File: src/rtl/vx_ag_tcu_step_seq_pkg.sv
// Shared types for the AG-TCU issue-side step sequencer.
package vx_ag_tcu_step_seq_pkg;

  localparam int unsigned AG_TCU_UUID_W = 44;
  localparam int unsigned AG_TCU_NW_W   = 2;
  localparam int unsigned AG_TCU_PC_W   = 30;
  localparam int unsigned AG_TCU_RD_W   = 6;
  localparam int unsigned AG_TCU_STEP_W = 4;

  typedef enum logic [1:0] {
    IDLE,
    ISSUE,
    DRAIN
  } ag_tcu_seq_state_e;

  typedef struct packed {
    logic [AG_TCU_UUID_W-1:0] uuid;
    logic [AG_TCU_NW_W-1:0]   wid;
    logic [AG_TCU_PC_W-1:0]   pc;
    logic [AG_TCU_RD_W-1:0]   rd;
    logic [3:0]               fmt_s;
    logic [3:0]               fmt_d;
    logic [AG_TCU_STEP_W-1:0] step_m;
    logic [AG_TCU_STEP_W-1:0] step_n;
    logic                     sop;
    logic                     eop;
  } ag_tcu_uop_t;

endpackage

File: src/rtl/vx_ag_tcu_step_seq_credit_cnt.sv
// Up/down in-flight credit counter with full/empty flags; holds at both ends.
module vx_ag_tcu_step_seq_credit_cnt #(
  parameter int unsigned MAX = 16,
  parameter int unsigned W   = $clog2(MAX) + 1
) (
  input  logic         clk,
  input  logic         reset,
  input  logic         inc,
  input  logic         dec,
  output logic [W-1:0] count,
  output logic         full,
  output logic         empty
);

  logic [W-1:0] cnt_q, cnt_d;

  assign full  = (cnt_q == W'(MAX));
  assign empty = (cnt_q == '0);
  assign count = cnt_q;

  always_comb begin
    cnt_d = cnt_q;
    if (inc && !dec && !full) begin
      cnt_d = cnt_q + W'(1);
    end else if (dec && !inc && !empty) begin
      cnt_d = cnt_q - W'(1);
    end
  end

  always_ff @(posedge clk or posedge reset) begin
    if (reset) begin
      cnt_q <= '0;
    end else begin
      cnt_q <= cnt_d;
    end
  end

  // A retire with nothing outstanding is an upstream protocol error.
  assert property (@(posedge clk) disable iff (reset) !(dec && empty));

endmodule

File: src/rtl/vx_ag_tcu_step_seq.sv
// Expands one AG-TCU tile macro-op into M x N per-step micro-ops, credit-limited,
// and pulses done once every issued step has retired.
module vx_ag_tcu_step_seq
  import vx_ag_tcu_step_seq_pkg::*;
#(
  parameter int unsigned UUID_W   = 44,
  parameter int unsigned NW_W     = 2,
  parameter int unsigned PC_W     = 30,
  parameter int unsigned RD_W     = 6,
  parameter int unsigned STEP_W   = 4,
  parameter int unsigned MAX_INFL = 16
) (
  input  logic              clk,
  input  logic              reset,
  input  logic              in_valid,
  output logic              in_ready,
  input  logic [UUID_W-1:0] in_uuid,
  input  logic [NW_W-1:0]   in_wid,
  input  logic [PC_W-1:0]   in_pc,
  input  logic [RD_W-1:0]   in_rd,
  input  logic [3:0]        in_fmt_s,
  input  logic [3:0]        in_fmt_d,
  input  logic [STEP_W-1:0] in_m_cnt,
  input  logic [STEP_W-1:0] in_n_cnt,
  output logic              out_valid,
  input  logic              out_ready,
  output logic [UUID_W-1:0] out_uuid,
  output logic [NW_W-1:0]   out_wid,
  output logic [PC_W-1:0]   out_pc,
  output logic [3:0]        out_fmt_s,
  output logic [3:0]        out_fmt_d,
  output logic [RD_W-1:0]   out_rd,
  output logic [STEP_W-1:0] out_step_m,
  output logic [STEP_W-1:0] out_step_n,
  output logic              out_sop,
  output logic              out_eop,
  input  logic              rsp_fire,
  output logic              busy,
  output logic              done
);

  localparam int unsigned CNT_W = $clog2(MAX_INFL) + 1;

  typedef struct packed {
    logic [UUID_W-1:0] uuid;
    logic [NW_W-1:0]   wid;
    logic [PC_W-1:0]   pc;
    logic [3:0]        fmt_s;
    logic [3:0]        fmt_d;
    logic [STEP_W-1:0] m_cnt;
    logic [STEP_W-1:0] n_cnt;
  } hdr_t;

  ag_tcu_seq_state_e state_q, state_d;
  hdr_t              hdr_q;
  logic [STEP_W-1:0] m_q, n_q;
  logic [RD_W-1:0]   rd_q;
  logic              done_q;
  logic [CNT_W-1:0]  credits;
  logic              cred_full, cred_empty;
  logic              in_fire, out_fire, last_step, drain_exit;

  assign in_ready   = (state_q == IDLE);
  assign busy       = (state_q != IDLE);
  assign in_fire    = in_valid && in_ready;
  assign out_valid  = (state_q == ISSUE) && !cred_full;
  assign out_fire   = out_valid && out_ready;
  assign last_step  = (m_q == hdr_q.m_cnt) && (n_q == hdr_q.n_cnt);
  // No issue happens in DRAIN, so only a retire can move the count toward zero.
  assign drain_exit = cred_empty || ((credits == CNT_W'(1)) && rsp_fire);

  assign out_uuid   = hdr_q.uuid;
  assign out_wid    = hdr_q.wid;
  assign out_pc     = hdr_q.pc;
  assign out_fmt_s  = hdr_q.fmt_s;
  assign out_fmt_d  = hdr_q.fmt_d;
  assign out_rd     = rd_q;
  assign out_step_m = m_q;
  assign out_step_n = n_q;
  assign out_sop    = (state_q == ISSUE) && (m_q == '0) && (n_q == '0);
  assign out_eop    = (state_q == ISSUE) && last_step;
  assign done       = done_q;

  always_comb begin
    state_d = state_q;
    unique case (state_q)
      IDLE:    if (in_fire) state_d = ISSUE;
      ISSUE:   if (out_fire && last_step) state_d = DRAIN;
      DRAIN:   if (drain_exit) state_d = IDLE;
      default: state_d = IDLE;
    endcase
  end

  // Steps issue n-fastest, so base + m*(n_cnt+1) + n is just base + issue index.
  always_ff @(posedge clk or posedge reset) begin
    if (reset) begin
      state_q <= IDLE;
      hdr_q   <= '0;
      m_q     <= '0;
      n_q     <= '0;
      rd_q    <= '0;
      done_q  <= 1'b0;
    end else begin
      state_q <= state_d;
      done_q  <= (state_q == DRAIN) && drain_exit;
      if (in_fire) begin
        hdr_q <= '{uuid: in_uuid, wid: in_wid, pc: in_pc, fmt_s: in_fmt_s,
                   fmt_d: in_fmt_d, m_cnt: in_m_cnt, n_cnt: in_n_cnt};
        m_q   <= '0;
        n_q   <= '0;
        rd_q  <= in_rd;
      end else if (out_fire) begin
        rd_q <= rd_q + RD_W'(1);
        if (n_q == hdr_q.n_cnt) begin
          n_q <= '0;
          m_q <= m_q + STEP_W'(1);
        end else begin
          n_q <= n_q + STEP_W'(1);
        end
      end
    end
  end

  vx_ag_tcu_step_seq_credit_cnt #(
    .MAX (MAX_INFL),
    .W   (CNT_W)
  ) u_credit_cnt (
    .clk   (clk),
    .reset (reset),
    .inc   (out_fire),
    .dec   (rsp_fire),
    .count (credits),
    .full  (cred_full),
    .empty (cred_empty)
  );

endmodule

File: config.mk
export PLATFORM = sky130hd
export DESIGN_NAME = vx_ag_tcu_step_seq
export DESIGN_NICKNAME = d
export VERILOG_FILES = /design/src/rtl/vx_ag_tcu_step_seq_pkg.sv /design/src/rtl/vx_ag_tcu_step_seq_credit_cnt.sv /design/src/rtl/vx_ag_tcu_step_seq.sv
export SDC_FILE = /design/constraint.sdc
export NUM_CORES = 1
export LEC_CHECK = 0
export ABC_AREA = 1
export CAP_MARGIN = 20
export CELL_PAD_IN_SITES_DETAIL_PLACEMENT = 2
export CELL_PAD_IN_SITES_GLOBAL_PLACEMENT = 2
export CORE_UTILIZATION = 23
export CTS_CLUSTER_DIAMETER = 150
export DETAILED_ROUTE_END_ITERATION = 10
export PLACE_DENSITY_LB_ADDON = 0.1
export RECOVER_POWER = 100
export SETUP_SLACK_MARGIN = 0.05
export SYNTH_ARGS = -nofsm -noshare
export SYNTH_HDL_FRONTEND = slang
export SYNTH_SLANG_ARGS = --single-unit
File: constraint.sdc
create_clock -name clk -period 3.6 [get_ports clk]
set_input_delay 0.72 -clock clk [delete_from_list [all_inputs] [get_ports clk]]
set_output_delay 0.72 -clock clk [all_outputs]
set_load 0.005 [all_outputs]
==> results of run 1 <==
-- sequential cells by signal, indices dropped and copies added (netlist names) --
register / count
hdr_q: 8
out_fmt_d: 4
state_q: 2
out_rd: 6
out_step_m: 4
out_step_n: 4
out_uuid: 44
done: 1
u_credit_cnt.count: 5
out_pc: 30
out_fmt_s: 4
out_wid: 2
-- where the power goes --
group | switching (mW) | internal, mW | leakage (nW) | total, mW
clock | 0.622 | 0.946 | 0.267 | 1.57
combinational | 1.34 | 1.39 | 2.31 | 2.73
sequential | 0.450 | 1.92 | 1.42 | 2.37
total | 2.41 | 4.25 | 4.00 | 6.66
-- layout by cell type, fill, tap and decap left out, types with 2 or more instances in the layout --
cell | netlist | layout
clkinv_4 | 0 | 4
xor2_1 | 8 | 8
buf_4 | 92 | 2
dfrtp_1 | 114 | 114
clkbuf_1 | 2 | 4
a21oi_1 | 2 | 2
nor4_1 | 2 | 2
nand3_1 | 22 | 24
clkinvlp_2 | 0 | 2
dlygate4sd3_1 | 0 | 105
nand3b_1 | 3 | 3
inv_1 | 30 | 29
o21ai_0 | 8 | 12
clkdlybuf4s50_1 | 0 | 101
ha_1 | 9 | 9
xnor2_1 | 6 | 6
nor2_1 | 11 | 12
clkbuf_16 | 0 | 17
nand2_1 | 349 | 350
nand4_1 | 7 | 7
clkinvlp_4 | 0 | 2
clkinv_2 | 0 | 5
-- cells by family after synthesis --
| family | share of synthesized area |
|---|---|
| fa+ha+maj | 0.0197 |
| buf+inv | 0.159 |
| simple gates | 0.287 |
| flops | 0.499 |
| compound gates | 0.0136 |
| xor+xnor | 0.0215 |
-- worst max-delay path, delay by kind of cell --
family                 cells  cell delay [ns]
buffers and inverters      3             2.14
and+or+nand+nor            3             0.40
-- routing by layer --
| layer | vias up | part of all wire | GRT usage |
|---|---|---|---|
| met4 | 0 | 0.016 | 0.0503 |
| met2 | 124 | 0.51 | 0.260 |
| met5 | - | 0 | 0 |
| li1 | 2277 | - | - |
| met1 | 2302 | 0.41 | 0.167 |
| met3 | 22 | 0.061 | 0.0477 |
-- worst paths after layout --
kind | start | endpoint | slack (ns) | cells past startpoint
max in group asynchronous | reset | out_uuid[8] | 1.12 | 3
min in group asynchronous | reset | out_uuid[29] | 0.87 | 2
worst max-delay path | in_valid | out_uuid[27] | 0.60 | 6
worst min register to register | out_uuid[10] | out_uuid[10] | 0.47 | 2
worst min-delay path | out_uuid[10] | out_uuid[10] | 0.47 | 2
worst max register to register | state_q[1] | out_uuid[27] | 0.87 | 6
-- final cells by class --
class,count,area (µm²)
fillers,2740,16400
flip-flops and latches,114,2850
repair buffers,213,2120
multi-input cells,440,1920
clock buffers,19,433
well taps,324,405
inverters,32,123
clock inverters,13,114
-- through the flow --
step / instances / utilization / power [mW] / hold WS, ns
after floorplan: 695 / - / 4.34 / 0.450
final: 1155 / 0.327 / 6.66 / 0.468
after CTS: 1155 / 0.330 / 7.14 / 0.481
after global placement: 1123 / 0.308 / 5.35 / 0.461
after global routing: 1155 / 0.327 / 7.26 / 0.495
after detailed placement: 1123 / 0.308 / 5.50 / 0.468
==> flow_summary.yaml, run 1 <==
placed_design:
  numPortBuffers: 206
  hpwl_mm: 12.9
  place_ws_ns: 0.927
  post_dp_cell_area_um2: 7480
  gp_routability_congestion: 0.716
clock_tree:
  cts.clk_slew.worst_paths_ns: 0.06
  cts_made_buffers: 17
  post_cts_buffers: 0
  cts_num_sinks: 114
  clockBufferDepth: 2
  cts_tree: "built"
  root_buffer: "clkbuf_16"
  post_cts_resized: 0
  hold_buffers: 0
  clk_latency_ns: 0.42
  htree_levels: 4
grt:
  grtUsageTotal: 0.148
  grt_antenna_before_repair: 0
  grt_max_degree: 77
  grt_overflow_total: 0
  grt_pass1_wl_mm: 29.3
  grt_pass1_vias: 5510
synthesis:
  yosys_warnings: 0
  synth_fp_nets: 807
  synth_top_cells_by_count: "nand2_1 (349), dfrtp_1 (114), buf_4 (92)"
  synthArstFlopShare: 1.00
  synth_cell_types: 28
  synth_top_area_cell: "dfrtp_1"
  synth.cell_area_um2: 5710
  syn_avg_cell_area_um2: 8.22
  yosysMostFrequentCell: "nand2_1"
  synth.area.top_cells: "dfrtp_1 (50%), nand2_1 (23%), buf_4 (12%)"
  synth-main-ff-cell: "dfrtp_1"
  synth_top_area_frac: 0.499
  ys_seq_elements: 114
  syn_inst: 695
  ys_seq_area_frac: 0.499
  synth_edf_count: 0
pwr:
  ir_drop_mv: 0.266
  p_per_area_nw_per_um2: 837
  p_leak_nw: 4.00
worst_setup_path:
  worstPathMaxFanout: 52
  critPathKind: "input port to register"
  cp.arrival_ns: 3.31
  crit_path_start_kind: "input port"
  cp-end-kind: "register"
  cp_common_cell: "nand2_1"
  cp.required_ns: 3.90
  critPathMaxStageDelay_ns: 1.01
  crit_path_top_delay_cell: "clkinvlp_2"
  crit_chain: "dlygate4sd3_1 -> nand2_4 -> clkinvlp_2 -> buf_12 -> nand2_1 -> nand2_1"
route:
  drc: 0
  ant_nets: 0
  vias_per_cell: 4.09
  firstDrtPassIters: 4
  drt-total-wl_mm: 17.7
  vias: 4725
  drtIter0Drc: 141
  routedWlPerCell_um: 15.3
timing:
  postLayoutSetupSlackWorst_ns: 0.595
  maxSlewHeadroom: 0.198
  setup_violations: 0
  fmax_mhz: 333
  skew_ns: 0.0108
  hold_violations: 0
  rsz0062_at_grt: "false"
  tightest_slew_ns: 1.20
  period_share: 0.835
  fin_crit_ns: 3.00
  tns_ns: 0
  maxSlewViolCount: 0
job:
  maxCapViolCount: 0
finish:
  area_growth_pct: 39.4
  drive_gt1_frac: 0.0505
  fin_area_um2: 7960
  diodes: 0
  fin_nets: 930
floorplanning:
  die-area_um2: 25500
  dieWidth_um: 160
  coreArea_um2: 24300
  start_util: 0.235
  fp.dieH_um: 160
  num_rows: 57
  io_pins: 207
min_path:
  hp-class: "register to register"
run_status:
  status: "completed"
No activity file was read; power rests on OpenSTA's default activity.
==> run 2: changes to the inputs <==
Clock period 3.6 ns to 2.7 ns, I/O delays scaled along.
==> run 2 against run 1 <==
Register-to-register slack got worse by 0.50 ns. Utilization increased by 0.55 points. Largest power group unchanged. Sequential power increased by 32%. Die area stayed put. Global-route usage grew 0.42 points. Critical endpoint is now out_valid. Critical path depth did not move. Highest routed layer unchanged.
==> flow_summary.yaml, run 2 (same netlist as run 1, synthesis figures left out) <==
route:
  routedWlPerCell_um: 16.1
  vias_per_cell: 4.15
  drtIter0Drc: 133
  vias: 4803
  firstDrtPassIters: 4
  drt-total-wl_mm: 18.6
  ant_nets: 0
  drc: 0
finish:
  final_cell_mix: "nand2_1 (350), dfrtp_1 (110), clkdlybuf4s50_1 (106)"
  final_cells: 1158
  drive_gt1_frac: 0.0636
  finish.utilization: 0.333
  area_growth_pct: 41.7
  final_common_cell: "nand2_1"
  largest_register_ffs: 44
  fin_area_um2: 8090
  fin_nets: 932
clock_tree:
  root_buffer: "clkbuf_16"
  htree_levels: 4
  cts_tree: "built"
  clk_latency_ns: 0.42
  cts_num_sinks: 114
  clockBufferDepth: 2
  cts.clk_slew.worst_paths_ns: 0.06
  cts_made_buffers: 17
pwr:
  clock_power_share: 0.256
  p_sw_frac: 0.362
  p_int_mw: 5.95
  p_leak_nw: 4.02
  switching_power_mw: 3.37
  ir_drop_mv: 0.352
  p_seq_frac: 0.337
  total_power_mw: 9.32
  p_per_area_nw_per_um2: 1150
  combPwrFrac: 0.407
worst_setup_path:
  crit_path_top_delay_cell: "dlygate4sd3_1"
  worstPathMaxFanout: 4
  critPathMaxStageDelay_ns: 0.56
  crit_path_start_kind: "register"
  cp_common_cell: "inv_1"
  worst-r2r-cell-count: 8
  cp.required_ns: 2.16
  cp_num_buf_inv: 3
  cp.depth: 6
  critPathKind: "register to output pin"
  cp-end-kind: "output pin"
  crit_start: "u_credit_cnt.count[1]"
  cpLargestDelayFamily: "buffers and inverters"
  cp.arrival_ns: 2.01
  r2r-start: "state_q[1]"
  crit_chain: "inv_1 -> ha_1 -> nand3_4 -> nand2_1 -> inv_1 -> dlygate4sd3_1"
job:
  maxCapViolCount: 0
grt:
  grt_pass1_vias: 5519
  grt_pass1_wl_mm: 30.1
  grt_overflow_total: 0
  grt_antenna_before_repair: 0
  use_met3: 0.0508
  grt_use_met1: 0.171
  grtUsageTotal: 0.152
  grt_max_degree: 104
  grt-busiest-layer: "met2"
  grt_util_met2: 0.271
placed_design:
  hpwl_mm: 13.1
  dp.cells: 1123
  numPortBuffers: 206
  place_ws_ns: 0.299
  post_dp_cell_area_um2: 7510
  gp_routability_congestion: 0.775
floorplanning:
  coreArea_um2: 24300
  io_pins: 207
  start_util: 0.235
  dieWidth_um: 160
  fp.dieH_um: 160
  die-area_um2: 25500
  num_rows: 57
timing:
  skew_ns: 0.00929
  hold_ws_ns: 0.471
  period_share: 0.944
  maxSlewViolCount: 0
  setup_violations: 0
  hold_violations: 0
  fin_crit_ns: 2.55
  tns_ns: 0
  rsz0062_at_grt: "false"
  postLayoutSetupSlackWorst_ns: 0.150
  tightest_slew_ns: 1.40
  fmax_mhz: 392
  maxSlewHeadroom: 0.0605
min_path:
  hp-class: "register to register"
  whs_path_depth: 2
  hold_start: "out_pc[19]"
run_status:
  status: "completed"
==> run 2: cell types whose count changed in the layout (fill, tap and decap cells not counted), sizes merged <==
cell | previous run | this run
buf | 3 | 4
bufinv | 1 | 3
clkdlybuf4s50 | 101 | 106
clkinv | 9 | 3
clkinvlp | 4 | 7
diode | 0 | 1
dlygate4sd2 | 0 | 1
dlygate4sd3 | 105 | 99
inv | 31 | 33
==> run 2: layout make-up <==
class,count,area [µm²]
sequential,114,2860
antenna,1,2.50
timing repair buffer,215,2140
clock inverter,14,179
multi-input combinational,440,1940
tap,324,405
clock buffer,18,439
fill,2745,16200
inverter,32,123
==> run 2: power by group through the flow <==
| stage | logic [mW] | registers (mW) | clock network [mW] |
|---|---|---|---|
| CTS | 4.26 | 3.20 | 2.47 |
| detailed placement | 4.17 | 3.21 | 0 |
| floorplan | 2.77 | 3.02 | 0 |
| global route | 4.27 | 3.28 | 2.53 |
| finish | 3.79 | 3.14 | 2.38 |
| global placement | 4.02 | 3.15 | 0 |
==> run 2: final timing paths <==
| check | endpoint | slack [ns] |
|---|---|---|
| worst min-delay path | out_pc[19] | 0.47 |
| worst max register to register | out_rd[2] | 0.37 |
| min in group asynchronous | out_uuid[31] | 0.89 |
| max in group asynchronous | out_step_m[1] | 0.48 |
| worst max-delay path | out_valid | 0.15 |
| worst min register to register | out_pc[19] | 0.47 |
==> run 2: timing repair <==
item                                    in CTS  in global routing
pin swaps                                    1                  0
endpoints found under the setup margin       2                  1
hold buffers                                 0                  0
resized for setup                            5                  2
buffers inserted                             2                  0
==> run 2: per-layer routing <==
| layer | routed length (µm) | share of wire | up-vias |
|---|---|---|---|
| met1 | 7540 | 0.41 | 2378 |
| met3 | 1270 | 0.068 | 15 |
| met2 | 9600 | 0.52 | 124 |
| met5 | 0 | 0 | - |
| li1 | - | - | 2286 |
| met4 | 185 | 0.0099 | 0 |
==> run 2: worst min-delay path: stages (launching register included) <==
cell,delay (ns)
dfrtp_1,0.34
nand2_1,0.05
nand2_1,0.05
==> run 3: changes to the inputs <==
Settings changed: TNS_END_PERCENT set to 50.
==> run 3 against run 2 <==
Power is 0.16% lower. Final cell count stayed put. First-iteration DRC count is 7.5% lower. Clock power hardly changed. Via count is 0.23% lower. Clock skew hardly changed. Sequential power hardly changed.
==> flow_summary.yaml, run 3 (same netlist as run 1, synthesis figures left out) <==
floorplanning:
  start_util: 0.235
  coreArea_um2: 24300
  dieWidth_um: 160
  num_rows: 57
  die-area_um2: 25500
  fp.dieH_um: 160
  io_pins: 207
grt:
  grt_pass1_vias: 5512
  grt_antenna_before_repair: 0
  grt_max_degree: 104
  grt_pass1_wl_mm: 30.1
  grtUsageTotal: 0.152
  grt_overflow_total: 0
clock_tree:
  clk_latency_ns: 0.42
  cts_num_sinks: 114
  root_buffer: "clkbuf_16"
  cts_tree: "built"
  clockBufferDepth: 2
  cts_made_buffers: 17
  cts.clk_slew.worst_paths_ns: 0.06
  htree_levels: 4
worst_setup_path:
  cp.arrival_ns: 2.01
  cp-end-kind: "output pin"
  worst-r2r-cell-count: 8
  critPathKind: "register to output pin"
  worstPathMaxFanout: 4
  cp.required_ns: 2.16
  crit_path_start_kind: "register"
route:
  ant_nets: 0
  vias: 4792
  firstDrtPassIters: 4
  drc: 0
  drt-total-wl_mm: 18.6
  drtIter0Drc: 123
  routedWlPerCell_um: 16.0
  vias_per_cell: 4.14
timing:
  tns_ns: 0
  setup_violations: 0
  maxSlewHeadroom: 0.0509
  hold_violations: 0
  tightest_slew_ns: 1.42
  maxSlewViolCount: 0
  rsz0062_at_grt: "false"
  period_share: 0.944
  fin_crit_ns: 2.55
  fmax_mhz: 392
  skew_ns: 0.00938
min_path:
  hp-class: "register to register"
  whs_path_depth: 2
placed_design:
  numPortBuffers: 206
  gp_routability_congestion: 0.775
  hpwl_mm: 13.1
finish:
  drive_gt1_frac: 0.0612
  final_common_cell: "nand2_1"
  finish.utilization: 0.333
  area_growth_pct: 41.6
  final_cell_mix: "nand2_1 (350), dfrtp_1 (111), clkdlybuf4s50_1 (105)"
  largest_register_ffs: 44
  fin_nets: 932
  nFillCells: 2747
pwr:
  total_power_mw: 9.31
  p_leak_nw: 4.04
  p_per_area_nw_per_um2: 1150
  ir_drop_mv: 0.352
job:
  maxCapViolCount: 0
run_status:
  status: "completed"
run 3: report_power, final:
group	switching (mW)	internal [mW]	leakage, nW
Clock	0.898	1.49	0.282
Combinational	1.88	1.90	2.34
Sequential	0.582	2.56	1.42
Total	3.36	5.94	4.04
run 3: final timing paths:
path                                        from       endpoint  slack (ns)
setup / recovery           u_credit_cnt.count[1]      out_valid        0.15
hold / removal                      out_uuid[40]   out_uuid[40]        0.47
setup reg to reg                      state_q[1]      out_rd[2]        0.37
hold reg to reg                     out_uuid[40]   out_uuid[40]        0.47
max in group asynchronous                  reset  out_step_m[1]        0.47
min in group asynchronous                  reset   out_uuid[31]        0.89
run 3: cell type report:
cell class	instances	area, µm²	share of cell area
sequential	114	2860	0.353
timing repair buffer	215	2150	0.265
multi-input combinational	440	1940	0.240
clock buffer	18	439	0.0543
tap	324	405	0.0501
clock inverter	14	179	0.0221
inverter	32	123	0.0152
antenna	1	2.50	0.000309
run 3: worst max-delay path, cell delays in order, from the launching register on:
cell and delay [ns]:
dfrtp_1 0.44, inv_1 0.14, ha_1 0.26, nand3_4 0.10
nand2_1 0.06, inv_1 0.03, dlygate4sd3_1 0.56
run 3: per-stage QoR:
| step | hold WS, ns | cell area, µm² | std cells | setup WS, ns |
|---|---|---|---|---|
| after global routing | 0.492 | 8090 | 1157 | 0.0592 |
| after CTS | 0.481 | 8150 | 1157 | 0.0406 |
| final | 0.471 | 8090 | 1158 | 0.151 |
| after global placement | 0.461 | 7510 | 1123 | 0.298 |
| after floorplan | 0.450 | 5720 | 695 | 0.775 |
| after detailed placement | 0.467 | 7510 | 1123 | 0.299 |
run 3: routing by layer:
| layer | global-route usage | wire [µm] | vias up | share of wire |
|---|---|---|---|---|
| met4 | 0.0441 | 185 | 0 | 0.010 |
| met5 | 0 | 0 | - | 0 |
| li1 | - | - | 2286 | - |
| met3 | 0.0503 | 1310 | 15 | 0.071 |
| met2 | 0.270 | 9590 | 124 | 0.52 |
| met1 | 0.171 | 7490 | 2367 | 0.40 |
run 3: repair_timing:
item                                    CTS  global route
pin swaps                                 1             1
endpoints found under the setup margin    2             1
gates resized for setup                   4             4
buffers inserted                          2             0
hold buffers                              0             0
